`src/rtl/packet_filter.sv`:
```
// Streaming source-IP filter: collects one packet byte per valid cycle, grabs the
// IPv4 source address and issues an allow/block decision one cycle after the packet ends.
module packet_filter #(
  parameter logic [31:0] BLOCK_IP0     = 32'hC0A80164,
  parameter logic [31:0] BLOCK_IP1     = 32'h0A00000A,
  parameter logic [31:0] BLOCK_IP2     = 32'hAC100001,
  parameter logic [31:0] BLOCK_IP3     = 32'h00000000,
  parameter int          SRC_IP_OFFSET = 26
) (
  input  logic       clk,
  input  logic       rst,
  input  logic [7:0] data_in,
  input  logic       valid_in,
  output logic       packet_allowed,
  output logic       done
);

  localparam int NUM_ENTRIES = 4;
  localparam logic [15:0] IP_LO   = 16'(SRC_IP_OFFSET);
  localparam logic [15:0] IP_HI   = 16'(SRC_IP_OFFSET + 3);
  localparam logic [15:0] MIN_LEN = 16'(SRC_IP_OFFSET + 4);
  localparam logic [NUM_ENTRIES-1:0][31:0] BLOCK_TBL =
    {BLOCK_IP3, BLOCK_IP2, BLOCK_IP1, BLOCK_IP0};

  typedef enum logic [1:0] {IDLE, RECV, DECIDE} state_t;

  state_t      state, state_nxt;
  logic [15:0] byte_cnt, byte_cnt_nxt, idx;
  logic [31:0] src_ip, src_ip_nxt;
  logic [1:0]  lane;
  logic        start, in_ip, allow;
  logic [NUM_ENTRIES-1:0] hit;

  // A zero table entry is disabled, so an all-zero source address can never be blocked by it.
  for (genvar g = 0; g < NUM_ENTRIES; g++) begin : g_match
    assign hit[g] = (BLOCK_TBL[g] != 32'd0) && (src_ip == BLOCK_TBL[g]);
  end

  assign allow = (byte_cnt >= MIN_LEN) && !(|hit);

  always_comb begin
    state_nxt = state;
    case (state)
      IDLE:    if (valid_in)  state_nxt = RECV;
      RECV:    if (!valid_in) state_nxt = DECIDE;
      DECIDE:  state_nxt = valid_in ? RECV : IDLE;
      default: state_nxt = IDLE;
    endcase
  end

  // Any valid byte outside RECV opens a new packet, including one arriving during DECIDE.
  always_comb begin
    start        = valid_in && (state != RECV);
    idx          = start ? 16'd0 : byte_cnt;
    in_ip        = (idx >= IP_LO) && (idx <= IP_HI);
    lane         = 2'(idx - IP_LO);
    byte_cnt_nxt = byte_cnt;
    src_ip_nxt   = src_ip;
    if (start) begin
      byte_cnt_nxt = 16'd1;
      src_ip_nxt   = 32'd0;
    end else if (valid_in && byte_cnt != 16'hFFFF) begin
      byte_cnt_nxt = byte_cnt + 16'd1;
    end
    if (valid_in && in_ip)
      src_ip_nxt[{~lane, 3'b000} +: 8] = data_in;
  end

  always_ff @(posedge clk or negedge rst) begin
    if (!rst) begin
      state          <= IDLE;
      byte_cnt       <= 16'd0;
      src_ip         <= 32'd0;
      done           <= 1'b0;
      packet_allowed <= 1'b0;
    end else begin
      state    <= state_nxt;
      byte_cnt <= byte_cnt_nxt;
      src_ip   <= src_ip_nxt;
      done     <= (state == DECIDE);
      if (state == DECIDE)
        packet_allowed <= allow;
    end
  end

endmodule

```
`config.mk`:
```
export PLATFORM = sky130hd
export DESIGN_NAME = packet_filter
export DESIGN_NICKNAME = d
export VERILOG_FILES = /design/src/rtl/packet_filter.sv
export SDC_FILE = /design/constraint.sdc
export NUM_CORES = 1
export LEC_CHECK = 0
export CAP_MARGIN = 20
export CORE_MARGIN = 3
export CORE_UTILIZATION = 42
export DETAILED_ROUTE_END_ITERATION = 8
export GPL_TIMING_DRIVEN = 0
export SLEW_MARGIN = 10
export SYNTH_ARGS = -nofsm -noshare
export SYNTH_HDL_FRONTEND = slang
export SYNTH_SLANG_ARGS = --single-unit
```
`constraint.sdc`:
```
create_clock -name clk -period 4.05 [get_ports clk]
set_clock_uncertainty 0.15 [all_clocks]
set_input_delay 0.405 -clock clk [delete_from_list [all_inputs] [get_ports clk]]
set_output_delay 0.405 -clock clk [all_outputs]
set_load 0.03 [all_outputs]
```
==> summary.txt <==
Run status
  – Status: completed

Power and ir drop
  – Power density over the cells: 311 nW/µm²
  – Logic pwr share: 18.4%
  – Sequential power share: 50.7%
  – Max VDD drop: around 170 µV
  – Switching power: 0.000329 W
  – Leakage Power: 1.29 nW
  – Internal: 0.000721 W
  – Pwr Total: 0.00105 W
  – Clk pwr share: 30.8%
  – Sw frac: 31.3%

STA
  – Final hold violation count: 0
  – Worst Max-Slew Pin Slew: 0.862 ns
  – RSZ-0062 raised after global routing: true
  – Slew HR: 42.4%
  – # setup viols final: 0
  – Min Tclk post-route: around 3.7 ns
  – Setup TNS: 0 ns
  – Min Hold Slack: 0.360 ns
  – Final period util: 92.3%
  – Highest clock rate: 267 MHz
  – Slew Limit Fails: 0

Worst setup path
  – Top cell by count, worst path: nand2_1
  – Largest stage delay, worst path: 0.85 ns
  – Worst path arrival time: around 3.8 ns
  – Crit Path Class: primary input to flip-flop
  – CP startpoint: valid_in
  – Worst Path Required: around 4.1 ns
  – FF-to-FF Start: state[1]
  – Critical Path Slowest Stage Cell: a2111oi_2
  – Crit-path cells: clkdlybuf4s50_1 > buf_1 > nand2_1 > and2_1 > ha_1 > clkbuf_1 > a2111oi_2 > nand2_1 > mux2i_1
  – CP Max Fanout: 10
  – Worst Setup End Kind: flip-flop
  – Worst Setup Start Kind: primary input

Floorplanning
  – Row count: 30
  – Initial Util: 44.0%
  – Number of top-level pins: 13
  – Core area: between 6000 and 7000 µm²
  – DIE AREA: 8240 µm²
  – Die Span X: between 90 and 100 µm
  – Die height: just over 90 µm

Route
  – DRT iter0 DRCs: 94
  – DRT Pass-1 Iters: 4
  – Drt via density: between 5 and 6
  – Routed wire length: around 7000 µm
  – WL/cell: 16.5 µm
  – Routed Antenna Nets: 0
  – Via count: 2369
  – Drc violations: 0

Synthesis
  – Synth cell types: 51
  – Synth cell count leaders: 56 x nand2_1, 52 x dfrtp_1, 34 x mux2i_1, 29 x nand4_1, 15 x a21oi_1
  – Synth Cell Area: 3020 µm²
  – Synth Register Bits: 52
  – Syn nets: approximately 330
  – Top-area cell type share of the netlist area: 43.1%
  – Area leader, netlist: dfrtp_1
  – Yosys warns: 0
  – Count leader, synth: nand2_1
  – Seq/Total Area, Yosys: 43.1%
  – Synth Flop Type: dfrtp_1
  – Syn Area/Cell: 9.90 µm²
  – Top post-synthesis cells by area: dfrtp_1 43%, mux2i_1 11%, nand2_1 7.0%, nand4_1 6.0%, ha_1 3.7%
  – Post-synth EDFFs: 0
  – Post-synthesis async set-or-reset flop share: 100%
  – Post-Syn Instances: 305

Clock tree
  – Clock Tree Buf Depth: 2
  – Root buffer cell: clkbuf_8
  – CTS Buf Count: 5
  – Postcts setup bufs: 0
  – H-tree levels: 2
  – Worst skew pair latency: just over 0.3 ns
  – CTS tree: yes
  – Clock Sinks: 52
  – Reg clk slew, reported paths: ~0.10 ns

Cells and area
  – Final layout net count: 346
  – Antenna cells: 0
  – Share of post-route cells with drive strength above 1: 9.48%
  – Final core utilization: 49.2%
  – Area growth syn-to-layout: 12.0%

GRT
  – Largest net degree at the start of global routing: 28
  – Initial antenna violation count: 0
  – GRT Total Usage: between 15 and 20%
  – Grt ovf: 0
  – Vias in the first global route: 2286
  – First-pass GRT wire length: 11800 µm

Flow run
  – Max-Cap Viols: 0

Hold path
  – Critical hold path startpoint: state[1]
  – HP Class: flip-flop to flip-flop

Placement
  – Placer Congestion: 0.810
  – Dpl hpwl: 5080 µm
  – I/O Buffers: 12
[state kept, by name, summed over array words and instances (netlist names)]
signal and cells:
byte_cnt 16, done 1, src_ip 32, packet_allowed 1, state 2
[power by group through the flow]
stage / sequential [W] / combinational [W] / clock, W
after floorplan: 0.000543 / 0.000128 / 0
after global routing: 0.000535 / 0.000217 / 0.000354
after detailed placement: 0.000543 / 0.000194 / 0
final: 0.000533 / 0.000194 / 0.000324
after CTS: 0.000533 / 0.000195 / 0.000334
after global placement: 0.000543 / 0.000189 / 0
[cells by family after synthesis]
logic type | after synthesis | synth area share [%]
simple gates | 140 | 26.3
flops | 52 | 43.1
compound gates | 44 | 12.0
mux | 35 | 11.6
buf+inv | 25 | 3.23
fa+ha+maj | 9 | 3.73
[routing by layer]
layer / GRT usage [%] / up-vias / routed length, µm
met4: 4.15 / 0 / 40
met5: 0 / - / 0
met2: 27.0 / 30 / 3130
met3: 3.50 / 4 / 228
met1: 25.3 / 1163 / 3570
li1: - / 1172 / -
[metrics by stage]
step | area [µm²] | worst slack (ns) | instances
after detailed placement | 3270 | -0.0553 | 414
after floorplan | 3020 | 1.06 | 305
final | 3380 | 0.310 | 423
after CTS | 3380 | 0.271 | 423
after global placement | 3260 | 0.0234 | 413
after global routing | 3380 | -0.0428 | 423
[final timing paths]
path / endpoint / slack, ns / cells past startpoint
setup / recovery: src_ip[17] / 0.31 / 9
setup reg to reg: src_ip[7] / 0.56 / 10
min in group asynchronous: src_ip[24] / 0.48 / 2
max in group asynchronous: byte_cnt[4] / 2.71 / 3
hold / removal: state[0] / 0.36 / 1
hold reg to reg: state[0] / 0.36 / 1
[layout by cell type (no fill, tap or decap), types with 3 or more instances in the layout]
cell type and instances:
nand3_1 4, nor4_1 4, a21oi_1 15, dfrtp_1 52
o21ai_0 3, clkbuf_1 8, a211oi_4 4, nor3_1 4
or4_1 5, clkinv_1 3, inv_1 10, clkdlybuf4s50_1 11
nand2_1 56, ha_1 9, clkbuf_8 6, nand4_1 29
mux2i_1 34, and4_1 4, o31ai_1 4, nor2_1 12
nor2b_1 4, buf_2 3
[worst max-delay path, delay by kind of cell]
family	cells	cell delay [ns]
compound gates	1	0.85
fa+ha+maj	1	0.31
buf+inv	3	1.23
mux	1	0.18
simple gates	3	0.83
[area by class of cell]
| cell class | count | area [µm²] |
|---|---|---|
| timing repair buffer | 14 | 145 |
| tap | 96 | 120 |
| clock buffer | 6 | 82.6 |
| sequential | 52 | 1300 |
| multi-input combinational | 228 | 1620 |
| clock inverter | 2 | 13.8 |
| buffer | 12 | 48.8 |
| fill | 670 | 3490 |
| inverter | 13 | 48.8 |
[what timing repair did]
item,in CTS,in global routing
hold buffers,1,0
gates resized for setup,0,0
endpoints found under the setup margin,0,10
hold endpoints to repair,25,0
Note: power is estimated with default switching activity, not from simulation.
